<file path="src/rtl/alu_logic_arbiter_if.sv">
// Bus between the requesters, the arbiter and the shared logic unit.
// The arbiter connects through the slave modport; clients and the logic unit use master.
interface alu_logic_arbiter_if #(
    parameter int W   = 16,
    parameter int N   = 4,
    parameter int IDW = 2
);
    logic [N-1:0]     REQ;
    logic [2*N-1:0]   OP;
    logic [W*N-1:0]   A_IN;
    logic [W*N-1:0]   B_IN;
    logic [W-1:0]     LU_A;
    logic [W-1:0]     LU_B;
    logic [1:0]       LU_OP;
    logic [W-1:0]     LU_RES;
    logic [N-1:0]     ACK;
    logic [W-1:0]     RESULT;
    logic [IDW-1:0]   RES_ID;
    logic             BUSY;

    modport master (
        output REQ, OP, A_IN, B_IN, LU_RES,
        input  LU_A, LU_B, LU_OP, ACK, RESULT, RES_ID, BUSY
    );

    modport slave (
        input  REQ, OP, A_IN, B_IN, LU_RES,
        output LU_A, LU_B, LU_OP, ACK, RESULT, RES_ID, BUSY
    );
endinterface

</file>
<file path="src/rtl/alu_logic_arbiter.sv">
// Round-robin arbiter that shares one combinational bitwise logic unit between N requesters.
// Each operation runs IDLE (grant) -> EXEC (unit settles) -> DONE (one-cycle ACK).
module alu_logic_arbiter #(
    parameter int W   = 16,
    parameter int N   = 4,
    parameter int IDW = 2
) (
    input logic               CLK,
    input logic               RST_N,
    alu_logic_arbiter_if.slave bus
);

    typedef enum logic [1:0] {
        IDLE = 2'd0,
        EXEC = 2'd1,
        DONE = 2'd2
    } state_t;

    state_t         state_q, state_d;
    logic [IDW-1:0] ptr_q, ptr_d;
    logic [IDW-1:0] gid_q, gid_d;
    logic [W-1:0]   lu_a_q, lu_a_d;
    logic [W-1:0]   lu_b_q, lu_b_d;
    logic [1:0]     lu_op_q, lu_op_d;
    logic [W-1:0]   result_q, result_d;
    logic [IDW-1:0] res_id_q, res_id_d;
    logic [N-1:0]   ack_q, ack_d;
    logic           busy_q, busy_d;

    logic           grant_found;
    logic [IDW-1:0] grant_idx;
    logic [W-1:0]   sel_a, sel_b;
    logic [1:0]     sel_op;

    // Search from the pointer upward first, then wrap to the low indices below it.
    always_comb begin
        grant_found = 1'b0;
        grant_idx   = '0;
        for (int j = 0; j < N; j++) begin
            if (!grant_found && bus.REQ[j] && (IDW'(j) >= ptr_q)) begin
                grant_found = 1'b1;
                grant_idx   = IDW'(j);
            end
        end
        for (int j = 0; j < N; j++) begin
            if (!grant_found && bus.REQ[j] && (IDW'(j) < ptr_q)) begin
                grant_found = 1'b1;
                grant_idx   = IDW'(j);
            end
        end
    end

    always_comb begin
        sel_a  = '0;
        sel_b  = '0;
        sel_op = '0;
        for (int j = 0; j < N; j++) begin
            if (IDW'(j) == grant_idx) begin
                sel_a  = bus.A_IN[W*j +: W];
                sel_b  = bus.B_IN[W*j +: W];
                sel_op = bus.OP[2*j +: 2];
            end
        end
    end

    always_comb begin
        state_d  = state_q;
        ptr_d    = ptr_q;
        gid_d    = gid_q;
        lu_a_d   = lu_a_q;
        lu_b_d   = lu_b_q;
        lu_op_d  = lu_op_q;
        result_d = result_q;
        res_id_d = res_id_q;
        ack_d    = '0;

        case (state_q)
            IDLE: begin
                if (grant_found) begin
                    lu_a_d  = sel_a;
                    lu_b_d  = sel_b;
                    lu_op_d = sel_op;
                    gid_d   = grant_idx;
                    state_d = EXEC;
                end
            end
            EXEC: begin
                result_d = bus.LU_RES;
                res_id_d = gid_q;
                for (int j = 0; j < N; j++) begin
                    ack_d[j] = (IDW'(j) == gid_q);
                end
                ptr_d   = (gid_q == IDW'(N-1)) ? '0 : gid_q + 1'b1;
                state_d = DONE;
            end
            DONE: begin
                state_d = IDLE;
            end
            default: begin
                state_d = IDLE;
            end
        endcase

        busy_d = (state_d == EXEC) || (state_d == DONE);
    end

    always_ff @(posedge CLK) begin
        if (!RST_N) begin
            state_q  <= IDLE;
            ptr_q    <= '0;
            gid_q    <= '0;
            lu_a_q   <= '0;
            lu_b_q   <= '0;
            lu_op_q  <= '0;
            result_q <= '0;
            res_id_q <= '0;
            ack_q    <= '0;
            busy_q   <= 1'b0;
        end else begin
            state_q  <= state_d;
            ptr_q    <= ptr_d;
            gid_q    <= gid_d;
            lu_a_q   <= lu_a_d;
            lu_b_q   <= lu_b_d;
            lu_op_q  <= lu_op_d;
            result_q <= result_d;
            res_id_q <= res_id_d;
            ack_q    <= ack_d;
            busy_q   <= busy_d;
        end
    end

    assign bus.LU_A   = lu_a_q;
    assign bus.LU_B   = lu_b_q;
    assign bus.LU_OP  = lu_op_q;
    assign bus.RESULT = result_q;
    assign bus.RES_ID = res_id_q;
    assign bus.ACK    = ack_q;
    assign bus.BUSY   = busy_q;

endmodule
</file>
<file path="src/flat_wrapper.sv">
// flat-port wrapper written by rule: the top's interface ports become plain ports
module alu_logic_arbiter_flat 
#(
    parameter int W   = 16,
    parameter int N   = 4,
    parameter int IDW = 2
)
  (CLK, RST_N, bus_REQ, bus_OP, bus_A_IN, bus_B_IN, bus_LU_RES, bus_LU_A, bus_LU_B, bus_LU_OP, bus_ACK, bus_RESULT, bus_RES_ID, bus_BUSY);
  alu_logic_arbiter_if #(.W(W), .N(N), .IDW(IDW)) bus_i ();
  input logic CLK;
  input logic RST_N;
  input wire logic [$bits(bus_i.REQ)-1:0] bus_REQ;
  input wire logic [$bits(bus_i.OP)-1:0] bus_OP;
  input wire logic [$bits(bus_i.A_IN)-1:0] bus_A_IN;
  input wire logic [$bits(bus_i.B_IN)-1:0] bus_B_IN;
  input wire logic [$bits(bus_i.LU_RES)-1:0] bus_LU_RES;
  output wire logic [$bits(bus_i.LU_A)-1:0] bus_LU_A;
  output wire logic [$bits(bus_i.LU_B)-1:0] bus_LU_B;
  output wire logic [$bits(bus_i.LU_OP)-1:0] bus_LU_OP;
  output wire logic [$bits(bus_i.ACK)-1:0] bus_ACK;
  output wire logic [$bits(bus_i.RESULT)-1:0] bus_RESULT;
  output wire logic [$bits(bus_i.RES_ID)-1:0] bus_RES_ID;
  output wire logic [$bits(bus_i.BUSY)-1:0] bus_BUSY;
  assign bus_i.REQ = bus_REQ;
  assign bus_i.OP = bus_OP;
  assign bus_i.A_IN = bus_A_IN;
  assign bus_i.B_IN = bus_B_IN;
  assign bus_i.LU_RES = bus_LU_RES;
  assign bus_LU_A = bus_i.LU_A;
  assign bus_LU_B = bus_i.LU_B;
  assign bus_LU_OP = bus_i.LU_OP;
  assign bus_ACK = bus_i.ACK;
  assign bus_RESULT = bus_i.RESULT;
  assign bus_RES_ID = bus_i.RES_ID;
  assign bus_BUSY = bus_i.BUSY;
  alu_logic_arbiter #(.W(W), .N(N), .IDW(IDW)) u_core (.CLK(CLK), .RST_N(RST_N), .bus(bus_i));
endmodule
</file>
<file path="config.mk">
export PLATFORM = sky130hd
export DESIGN_NAME = alu_logic_arbiter_flat
export DESIGN_NICKNAME = d
export VERILOG_FILES = /design/src/rtl/alu_logic_arbiter_if.sv /design/src/rtl/alu_logic_arbiter.sv /design/src/flat_wrapper.sv
export SDC_FILE = /design/constraint.sdc
export NUM_CORES = 1
export LEC_CHECK = 0
export BUFFER_PORTS_ARGS = -buffer_cell sky130_fd_sc_hd__buf_2
export CORE_AREA = 5 5 89 99
export CTS_BUF_LIST = sky130_fd_sc_hd__clkbuf_8
export DETAILED_ROUTE_END_ITERATION = 10
export DIE_AREA = 0 0 94 104
export PLACE_DENSITY = 0.95
export SLEW_MARGIN = 25
export SYNTH_ARGS = -nofsm -noshare
export SYNTH_HDL_FRONTEND = slang
export SYNTH_SLANG_ARGS = --single-unit
</file>
<file path="constraint.sdc">
create_clock -name CLK -period 3.4 [get_ports CLK]
set_input_delay 0.68 -clock CLK [delete_from_list [all_inputs] [get_ports CLK]]
set_output_delay 0.68 -clock CLK [all_outputs]
set_load 0.02 [all_outputs]
</file>
==> summary.txt, run 1 <==
Routing
  – Met3 WL: 1520 um
  – WL per Instance: between 15 and 20 um
  – DR vias: 4,546
  – Initial DRC count: roughly 300
  – Via-per-instance ratio: 5.77
  – Metal1 wirelength: just over 5000 um
  – TritonRoute pass-1 iters: 5
  – DR top layer: met4
  – Final wirelength: about 13,000 um
  – Drc violations: 0
  – Post-route ant nets: 0
  – Met2 wire length: between 6000 and 7000 um

Cells and area
  – Fill cells: about 680
  – Area grow syn2layout: 35.9%
  – Post-route cell area: 4940 sq um
  – Antenna diodes: 0
  – Layout Nets: between 800 and 900
  – Layout cells sized above 1: between 30% and 40%

STA
  – Worst slew pin tran: 0.757 ns
  – Final Hold Vio Count: 0
  – Tmin final: 2.28 ns
  – Final setup viols: 0
  – Final Cycle Share: 67.2%
  – Slew headroom: between 40% and 50%
  – Fin Setup TNS: 0 ns
  – Pins Over Slew Limit: 0
  – Skew final: 0.0123 ns
  – RSZ-0062 raised after global routing: no
  – FMAX: ~440 MHz

Critical path
  – WS Path Type: input port to flop
  – WP buf/inv: 2
  – Worst Setup Start Kind: input port
  – CP arrival: 2.50 ns
  – Worst endpoint required time: about 3.6 ns
  – CP top delay family: compound AO/OA/AOI/OAI gates
  – Critical path's largest stage delay: 0.53 ns
  – CP endpoint kind: flop
  – CP max-delay cell: buf_4
  – CP Max Fanout: 67
  – Crit-path cells: buf_2, nor2b_1, o21a_1, a211oi_4, buf_4, a21oi_1, o311a_1
  – FF-to-FF setup slack: ~1.2 ns

Pwr
  – Leakage: 2.51 nW
  – Peak VDD IR: about 0.00026 V
  – Power per Cell Area: between 400 and 500 nW/um^2

Status
  – Outcome: completed

CTS
  – CTS tree: done
  – Clock tree sinks: 63
  – Total setup buffers inserted after CTS: 0
  – CTS resizes: 0
  – Clk Latency, worst-skew pair: 0.34 ns
  – Hold Buf Count CTS: 0
  – Num CTS Buffers: 9
  – Worst-path clk slew: around 0.080 ns
  – H-tree level count: 3
  – Clock tree buffer depth: 2
  – Root Driver: clkbuf_8

Yosys
  – Synth Area per Inst: 7.46 sq um
  – Yosys warning total: 0
  – Sequential fraction of the synthesis area: 34.7%
  – Cells taking the most area after synthesis: dfxtp_1, a21oi_1, o311a_1, nor2_1, and3_1
  – Mapped cell area: 3630 sq um
  – Post-Synthesis Net Count: between 600 and 700
  – Synth area leader: dfxtp_1
  – Netlist cell types: 37
  – Top cell type's share of synthesized area: between 30% and 40%
  – Cells after synthesis: around 490
  – #FFs+latches synth: 63

Global routing
  – Number of global-route vias before repair: between 4,000 and 5,000
  – Pin count of the biggest net entering global routing: slightly below 70
  – First-pass GRT wire length: 21,100 um
  – Overflow after GRT: 0
  – Initial antenna violation count: 0
  – Total track usage: 26.4%

Die
  – Core Region: about 7700 sq um
  – Row cnt: 34
  – Initial Util: 46.9%
  – IO Pins: 215
  – Die area: 9780 sq um
  – Die height: around 100 um
  – Horiz. Die Dim: roughly 94 um

Hold path
  – Hold Path Class: flop to flop

Place
  – PortBufs: ~210
  – Detail Placement HPWL: about 9300 um
  – RD Place Congestion: a little over 0.9
  – Dpl cell area: around 4700 sq um

Run
  – Max-cap violations: 0
[per-stage QoR]
stage / util, % / total power [mW] / hold WS, ns / std cells / setup WS, ns
after CTS: 63.4 / 2.40 / 0.471 / 787 / 1.17
after global placement: 60.5 / 1.62 / 0.451 / 771 / 0.889
after detailed placement: 60.5 / 1.65 / 0.460 / 771 / 0.819
final: 63.8 / 2.40 / 0.467 / 788 / 1.12
after floorplan: - / 1.39 / 0.486 / 487 / 1.35
after global routing: 63.8 / 2.52 / 0.488 / 788 / 1.04
[per-layer routing]
| metal | track usage [%] | vias up |
|---|---|---|
| met2 | 44.6 | 322 |
| met4 | 11.6 | 0 |
| met3 | 6.58 | 33 |
| li1 | - | 2119 |
| met1 | 31.0 | 2072 |
| met5 | 0 | - |
[final timing paths]
path	startpoint	end	cells after the start
max	bus_REQ[0]	u_core.bus.LU_B[8]	7
min reg2reg	u_core.bus.RESULT[3]	u_core.bus.RESULT[3]	2
max reg2reg	u_core.ptr_q[1]	u_core.bus.LU_B[8]	6
min	u_core.bus.RESULT[3]	u_core.bus.RESULT[3]	2
[logic make-up (layout without fill, tap and decap cells)]
kind of cell               Yosys count  after routing  synth area share (%)
AOI/OAI and AO/OA                  170            170                  30.8
adders and majority gates            4              4                  1.38
and+or+nand+nor                    197            197                  25.5
buffers and inverters               53            246                  7.65
DFF                                 63             63                  34.7
[cell type report]
class / instances / area (sq um) / share of cell area [%]
multi-input cells: 371 / 2120 / 42.9
flip-flops and latches: 63 / 1260 / 25.5
repair buffers: 226 / 1180 / 23.9
well taps: 108 / 135 / 2.74
clock buffers: 9 / 124 / 2.51
clock inverters: 7 / 103 / 2.08
inverters: 4 / 15.0 / 0.304
[report_power, final]
part	internal, mW	switching (mW)
combinational	0.302	0.477
sequential	0.822	0.0498
clock	0.422	0.324
total	1.55	0.851
[sequential cells by signal, summed over array words and instances (netlist names)]
register	count
u_core.ptr_q	2
u_core.bus.LU_A	16
u_core.bus.ACK	4
u_core.state_q	2
u_core.bus.LU_B	16
u_core.bus.LU_OP	2
u_core.bus.RESULT	16
u_core.gid_q	2
u_core.bus.RES_ID	2
u_core.bus.BUSY	1
[worst reg2reg max path: stages, from the launching register on]
cell and delay [ns]:
dfxtp_1 0.53, inv_2 0.12, o21a_1 0.18, a211oi_4 0.21, buf_4 0.53, a21oi_1 0.15
o311a_1 0.36
[Yosys cell counts (all sizes together)]
cell type	number
o311a	33
o221a	1
nor3	2
a311o	1
nand3	34
a21boi	20
a211o	2
ha	4
nor2	68
nand2b	2
dfxtp	63
and2	3
a2111oi	1
nor4	1
clkbuf	25
nand2	43
or2	1
o21ai	37
o21a	2
a211oi	2
or3	1
and3	37
inv	4
nor2b	5
a21oi	70
buf	24
a21o	1
[layout by cell type (no fill, tap or decap), drive strengths merged]
| cell type | count |
|---|---|
| clkbuf | 9 |
| dfxtp | 63 |
| nor4 | 1 |
| o221a | 1 |
| clkinvlp | 1 |
| a21o | 1 |
| buf | 226 |
| bufinv | 2 |
| or2 | 1 |
| o21a | 2 |
| a2111oi | 1 |
| and2 | 3 |
| a21oi | 70 |
| o311a | 33 |
| clkinv | 1 |
| nand2b | 2 |
| a211o | 2 |
| ha | 4 |
| nor2b | 5 |
| nor2 | 68 |
| a21boi | 20 |
| a311o | 1 |
| nand2 | 43 |
| nand3 | 34 |
| inv | 7 |
| and3 | 37 |
| a211oi | 2 |
| nor3 | 2 |
| o21ai | 37 |
| or3 | 1 |
(Power assumes the default switching activity.)
==> run 2: changes to the inputs <==
--- a/config.mk
+++ b/config.mk
@@ -6,11 +6,11 @@
 export NUM_CORES = 1
 export LEC_CHECK = 0
 export BUFFER_PORTS_ARGS = -buffer_cell sky130_fd_sc_hd__buf_2
-export CORE_AREA = 5 5 89 99
+export CORE_AREA = 5 5 92 103
 export CTS_BUF_LIST = sky130_fd_sc_hd__clkbuf_8
 export DETAILED_ROUTE_END_ITERATION = 10
-export DIE_AREA = 0 0 94 104
-export PLACE_DENSITY = 0.95
+export DIE_AREA = 0 0 97 108
+export PLACE_DENSITY = 0.92
 export SLEW_MARGIN = 25
 export SYNTH_ARGS = -nofsm -noshare
 export SYNTH_HDL_FRONTEND = slang
==> constraint.sdc (replaced) <==
create_clock -name CLK -period 2.33 [get_ports CLK]
set_input_delay 0.466 -clock CLK [delete_from_list [all_inputs] [get_ports CLK]]
set_output_delay 0.466 -clock CLK [all_outputs]
set_load 0.02 [all_outputs]
==> summary.txt, run 2 (synthesized netlist as in run 1, its figures left out) <==
Die
  – IO Pins: 215 (unchanged)
  – Initial Util: 43.9% (-3.0 points)
  – Horiz. Die Dim: 97 um (+3.2%)
  – Core Region: 8280 sq um (+6.9%)
  – Die height: 108 um (+3.8%)
  – Row cnt: 35 (+2.9%)
  – Die area: 10,500 sq um (+7.2%)

Cells and area
  – Commonest cells after routing, fill and taps aside: buf_2, a21oi_1, nor2_1
  – Antenna diodes: 0 (unchanged)
  – Commonest non-fill, non-tap cell in the layout: buf_2
  – Layout Nets: 843 (+0.72%)
  – Layout cells sized above 1: 37.3% (+0.55 points)
  – Final Non-Filler Cells: 797 (+1.1%)
  – Area grow syn2layout: 39.1%

CTS
  – Hold Buf Count CTS: 0 (unchanged)
  – Clk Latency, worst-skew pair: 0.33 ns (about the same)
  – H-tree level count: 3 (unchanged)
  – Root Driver: clkbuf_8
  – Worst-path clk slew: 0.08 ns (about the same)
  – Num CTS Buffers: 9 (unchanged)
  – Clock tree sinks: 63 (unchanged)
  – CTS resizes: 0 (unchanged)
  – CTS tree: done
  – Total setup buffers inserted after CTS: 0 (unchanged)
  – Clock tree buffer depth: 2 (unchanged)

Critical path
  – WS Path Type: input port to flop
  – CP arrival: 2.39 ns (-0.11 ns)
  – Worst endpoint required time: 2.54 ns (-1.07 ns)
  – Worst Setup Start Kind: input port
  – CP Max Fanout: 33 (-51%)
  – CP endpoint kind: flop

STA
  – FMAX: between 400 and 500 MHz
  – Final Hold Vio Count: 0 (unchanged)
  – Slew headroom: 39.9% (-9.7 points)
  – Final hold slack: 0.374 ns (-0.0925 ns)
  – Final Cycle Share: 93.5%
  – Final setup viols: 0 (unchanged)
  – Tmin final: about 2.2 ns
  – Pins Over Slew Limit: 0 (unchanged)
  – RSZ-0062 raised after global routing: no
  – Skew final: 0.00856 ns (-0.00372 ns)
  – Worst slew pin tran: 0.899 ns (+0.142 ns)

Hold path
  – Hold Path Class: input port to flop

Global routing
  – Initial antenna violation count: 0 (unchanged)
  – Number of global-route vias before repair: 4,451 (-0.82%)
  – Overflow after GRT: 0 (unchanged)
  – Total track usage: 23.8% (-2.5 points)
  – Pin count of the biggest net entering global routing: 68 (unchanged)
  – First-pass GRT wire length: 20,400 um (-3.2%)

Place
  – PortBufs: 214 (unchanged)
  – Detail Placement HPWL: 9620 um (+3.7%)
  – Total instance count after detailed placement: 781 (+1.3%)
  – RD Place Congestion: 0.830 (-11%)

Routing
  – Initial DRC count: 336 (+12%)
  – Post-route ant nets: 0 (unchanged)
  – Via-per-instance ratio: 5.63 (-2.3%)
  – WL per Instance: 16.5 um (-2.7%)
  – DR vias: 4,491 (-1.2%)
  – Drc violations: 0 (unchanged)
  – TritonRoute pass-1 iters: 5 (unchanged)
  – Final wirelength: 13,100 um (-1.6%)

Pwr
  – Power per Cell Area: 697 nW/um^2 (+44%)
  – Peak VDD IR: 0.000354 V (+39%)
  – Leakage: 2.56 nW (+2.0%)

Status
  – Outcome: completed

Run
  – Max-cap violations: 0 (unchanged)
## run 2: cell count changes in the layout (fill, tap and decap cells not counted), sizes merged
cell	delta
buf	+6
clkinv	-1
clkinvlp	+1
## run 2: area by class of cell
class,instances,area [sq um]
sequential,63,1260
tap,111,139
fill,722,3220
multi-input combinational,371,2120
inverter,4,15.0
clock buffer,9,124
timing repair buffer,232,1290
clock inverter,7,101
## run 2: final timing paths
| check | depth (start not counted) | slack, ns | startpoint | end |
|---|---|---|---|---|
| setup / recovery | 6 | 0.15 | bus_REQ[0] | u_core.bus.LU_B[8] |
| hold / removal | 3 | 0.37 | bus_LU_RES[15] | u_core.bus.RESULT[15] |
| setup reg to reg | 3 | 0.20 | u_core.state_q[0] | u_core.bus.LU_B[8] |
| hold reg to reg | 2 | 0.46 | u_core.bus.RESULT[5] | u_core.bus.RESULT[5] |
## run 2: layer usage
| layer | GRT usage [%] | vias up | routed length, um |
|---|---|---|---|
| met5 | 0 | - | 0 |
| met4 | 9.33 | 0 | 391 |
| met3 | 8.71 | 41 | 1520 |
| met2 | 42.7 | 281 | 6350 |
| met1 | 25.7 | 2036 | 4870 |
| li1 | - | 2133 | - |
## run 2: stage by stage
step / setup slack [ns] / area (sq um) / util (%) / total power, mW / TNS (ns)
after CTS: 0.151 / 5050 / 61.0 / 3.55 / 0
after floorplan: 0.489 / 3630 / - / 2.03 / 0
after detailed placement: -0.195 / 4830 / 58.3 / 2.46 / -5.99
final: 0.151 / 5050 / 61.0 / 3.52 / 0
after global placement: -0.114 / 4830 / 58.3 / 2.42 / -3.70
after global routing: 0.00455 / 5050 / 61.0 / 3.71 / 0
## run 2: power breakdown
part | switching, mW | internal [mW] | total [mW] | leakage, nW
Clock | 0.460 | 0.613 | 1.07 | 0.107
Sequential | 0.0732 | 1.20 | 1.27 | 0.520
Combinational | 0.698 | 0.476 | 1.17 | 1.94
Total | 1.23 | 2.29 | 3.52 | 2.56
## run 2: critical path: stages
cell and delay (ns):
buf_2 0.14, nor4_1 0.08, buf_4 0.14, nor3_4 0.68, nand2b_4 0.41, o311a_1 0.46
==> run 3: changes to the inputs <==
--- a/config.mk
+++ b/config.mk
@@ -5,11 +5,13 @@
 export SDC_FILE = /design/constraint.sdc
 export NUM_CORES = 1
 export LEC_CHECK = 0
-export BUFFER_PORTS_ARGS = -buffer_cell sky130_fd_sc_hd__buf_2
-export CORE_AREA = 5 5 92 103
+export ABC_CLOCK_PERIOD_IN_PS = 2330
+export CORE_AREA = 5 5 77 86
 export CTS_BUF_LIST = sky130_fd_sc_hd__clkbuf_8
 export DETAILED_ROUTE_END_ITERATION = 10
-export DIE_AREA = 0 0 97 108
+export DIE_AREA = 0 0 82 91
+export DONT_BUFFER_PORTS = 1
+export GPL_TIMING_DRIVEN = 0
 export PLACE_DENSITY = 0.92
 export SLEW_MARGIN = 25
 export SYNTH_ARGS = -nofsm -noshare
==> summary.txt, run 3 (synthesized netlist as in run 1, its figures left out) <==
Critical path
  – FF-to-FF path depth: 6 (+3)
  – Critical path's largest stage delay: 0.54 ns (-0.14 ns)
  – R2r startpoint: u_core.ptr_q[1]
  – CP endpoint kind: flop
  – Worst Setup Start Kind: flop
  – Worst endpoint required time: 2.63 ns (+0.09 ns)
  – WS Path Type: flop to flop
  – Worst R2R End: u_core.bus.LU_B[6]
  – CP Max Fanout: 10 (-70%)
  – CP arrival: 2.39 ns (about the same)
  – CP max-delay cell: dfxtp_1
  – FF-to-FF setup slack: 0.24 ns (+0.04 ns)
  – Crit-path cells: nand2_2, a211oi_2, clkbuf_2, o21ai_0, a21oi_1, o311a_1

Routing
  – WL per Instance: 21.0 um (+27%)
  – Final wirelength: 12,200 um (-7.5%)
  – Drc violations: 0 (unchanged)
  – DR vias: 3,792 (-16%)
  – TritonRoute pass-1 iters: 5 (unchanged)
  – Post-route ant nets: 0 (unchanged)
  – Initial DRC count: 301 (-10%)
  – Via-per-instance ratio: 6.54 (+16%)

Place
  – PortBufs: 0 (-100%)
  – Detail Placement HPWL: 8820 um (-8.3%)
  – RD Place Congestion: 0.880 (+5.9%)
  – Dpl cell area: 3730 sq um (-23%)
  – Total instance count after detailed placement: 564 (-28%)

CTS
  – Worst-path clk slew: 0.08 ns (about the same)
  – Hold Buf Count CTS: 0 (unchanged)
  – Root Driver: clkbuf_8
  – CTS tree: done
  – Clock tree buffer depth: 2 (unchanged)
  – Clk Latency, worst-skew pair: 0.35 ns (+0.02 ns)
  – H-tree level count: 3 (unchanged)
  – Clock tree sinks: 63 (unchanged)
  – Num CTS Buffers: 9 (unchanged)

Cells and area
  – Layout Nets: 660 (-22%)
  – Commonest cells after routing, fill and taps aside: a21oi_1, nor2_1, dfxtp_1
  – Fill cells: 465 (-36%)
  – Post-Route Utilization: 70.0% (+8.9 points)
  – Post-route cell area: 3960 sq um (-22%)
  – Layout cells sized above 1: 9.74% (-28 points)
  – Area grow syn2layout: 9.03%
  – Antenna diodes: 0 (unchanged)
  – Commonest non-fill, non-tap cell in the layout: a21oi_1
  – Final Non-Filler Cells: 580 (-27%)

STA
  – Final setup viols: 0 (unchanged)
  – Final Cycle Share: 89.9% (-3.6 points)
  – Final Hold Vio Count: 0 (unchanged)
  – Pins Over Slew Limit: 0 (unchanged)
  – Worst slew pin tran: 0.804 ns (-0.0949 ns)
  – RSZ-0062 raised after global routing: no
  – Skew final: 0.00603 ns (-0.00253 ns)
  – Slew headroom: 46.1% (+6.2 points)
  – Tmin final: 2.09 ns (-0.0846 ns)
  – Fin Setup TNS: 0 ns (unchanged)
  – FMAX: 477 MHz (+4.0%)

Pwr
  – Peak VDD IR: 0.000456 V (+29%)
  – Total chip power: 3.33 mW (-5.3%)
  – Power per Cell Area: 842 nW/um^2 (+21%)
  – Leakage: 1.68 nW (-34%)

Die
  – IO Pins: 215 (unchanged)
  – Initial Util: 64.2% (+20 points)
  – Row cnt: 29 (-17%)
  – Horiz. Die Dim: 82 um (-15%)
  – Core Region: 5660 sq um (-32%)
  – Die area: 7460 sq um (-29%)
  – Die height: 91 um (-16%)

Global routing
  – Total track usage: 31.8% (+7.9 points)
  – Pin count of the biggest net entering global routing: 14 (-79%)
  – First-pass GRT wire length: 18,500 um (-9.1%)
  – Overflow after GRT: 0 (unchanged)
  – Number of global-route vias before repair: 3,713 (-17%)
  – Initial antenna violation count: 0 (unchanged)

Hold path
  – Hold Crit Start: bus_LU_RES[10]
  – WHS Endpoint: u_core.bus.RESULT[10]
  – Hold depth: 2 (-1)
  – Hold Path Class: input port to flop

Run
  – Max-cap violations: 0 (unchanged)

Status
  – Outcome: completed
## run 3: changes by cell type in the layout (fill, tap and decap cells not counted), moves of 2 or more
cell        change
buf_2         -201
clkbuf_1       +23
clkinvlp_4      -2
buf_4           -7
clkinv_4        +2
buf_12          -7
buf_6           +6
clkbuf_2        +2
## run 3: worst max-delay path, delay by kind of cell (launching register included)
family	cells	cell delay (ns)
flops	1	0.54
simple gates	1	0.12
compound gates	4	1.05
buf+inv	1	0.32
## run 3: how the worst max path moves through the flow
stage / depth (start not counted) / end / start
3_5_place_dp: 6 / u_core.bus.LU_OP[1] / bus_REQ[0]
6_report: 6 / u_core.bus.LU_B[6] / u_core.ptr_q[1]
3_3_place_gp: 6 / u_core.bus.LU_B[5] / bus_REQ[0]
5_1_grt: 6 / u_core.bus.LU_B[3] / u_core.ptr_q[1]
4_1_cts: 6 / u_core.bus.LU_B[13] / u_core.ptr_q[0]
2_1_floorplan: 7 / u_core.bus.LU_A[14] / bus_REQ[2]
## run 3: what timing repair did
action                                 CTS  global route
buffers inserted                         0             0
setup endpoints to repair                0             5
resized for setup                        0             1
endpoints found under the hold margin    0             0
## run 3: metal layers
| metal | vias up | wire length [um] | GRT usage [%] |
|---|---|---|---|
| li1 | 1770 | - | - |
| met1 | 1729 | 4290 | 38.1 |
| met2 | 260 | 6070 | 51.4 |
| met3 | 33 | 1470 | 9.70 |
| met4 | 0 | 312 | 14.3 |
| met5 | - | 0 | 0 |
## run 3: power by group
group          total (mW)  internal [mW]  leakage, nW  switching (mW)
Combinational       0.785          0.311         1.05           0.474
Sequential           1.43           1.20        0.520           0.234
Clock                1.12          0.617        0.115           0.498
## run 3: cell type report
| type | instances | area, sq um | area share, % |
|---|---|---|---|
| Inverter | 4 | 15.0 | 0.379 |
| Sequential cell | 63 | 1260 | 31.8 |
| Multi-Input combinational cell | 371 | 2100 | 53.0 |
| Buffer | 49 | 263 | 6.64 |
| Tap cell | 77 | 96.3 | 2.43 |
| Clock buffer | 9 | 124 | 3.13 |
| Clock inverter | 7 | 104 | 2.62 |
## run 3: per-stage QoR
| step | hold WS [ns] | setup WS [ns] |
|---|---|---|
| 6_report | 0.245 | 0.235 |
| 5_1_grt | 0.241 | 0.106 |
| 4_1_cts | 0.241 | 0.163 |
| 3_5_place_dp | 0.538 | 0.0181 |
| 3_3_place_gp | 0.527 | 0.0423 |
| 2_1_floorplan | 0.486 | 0.489 |
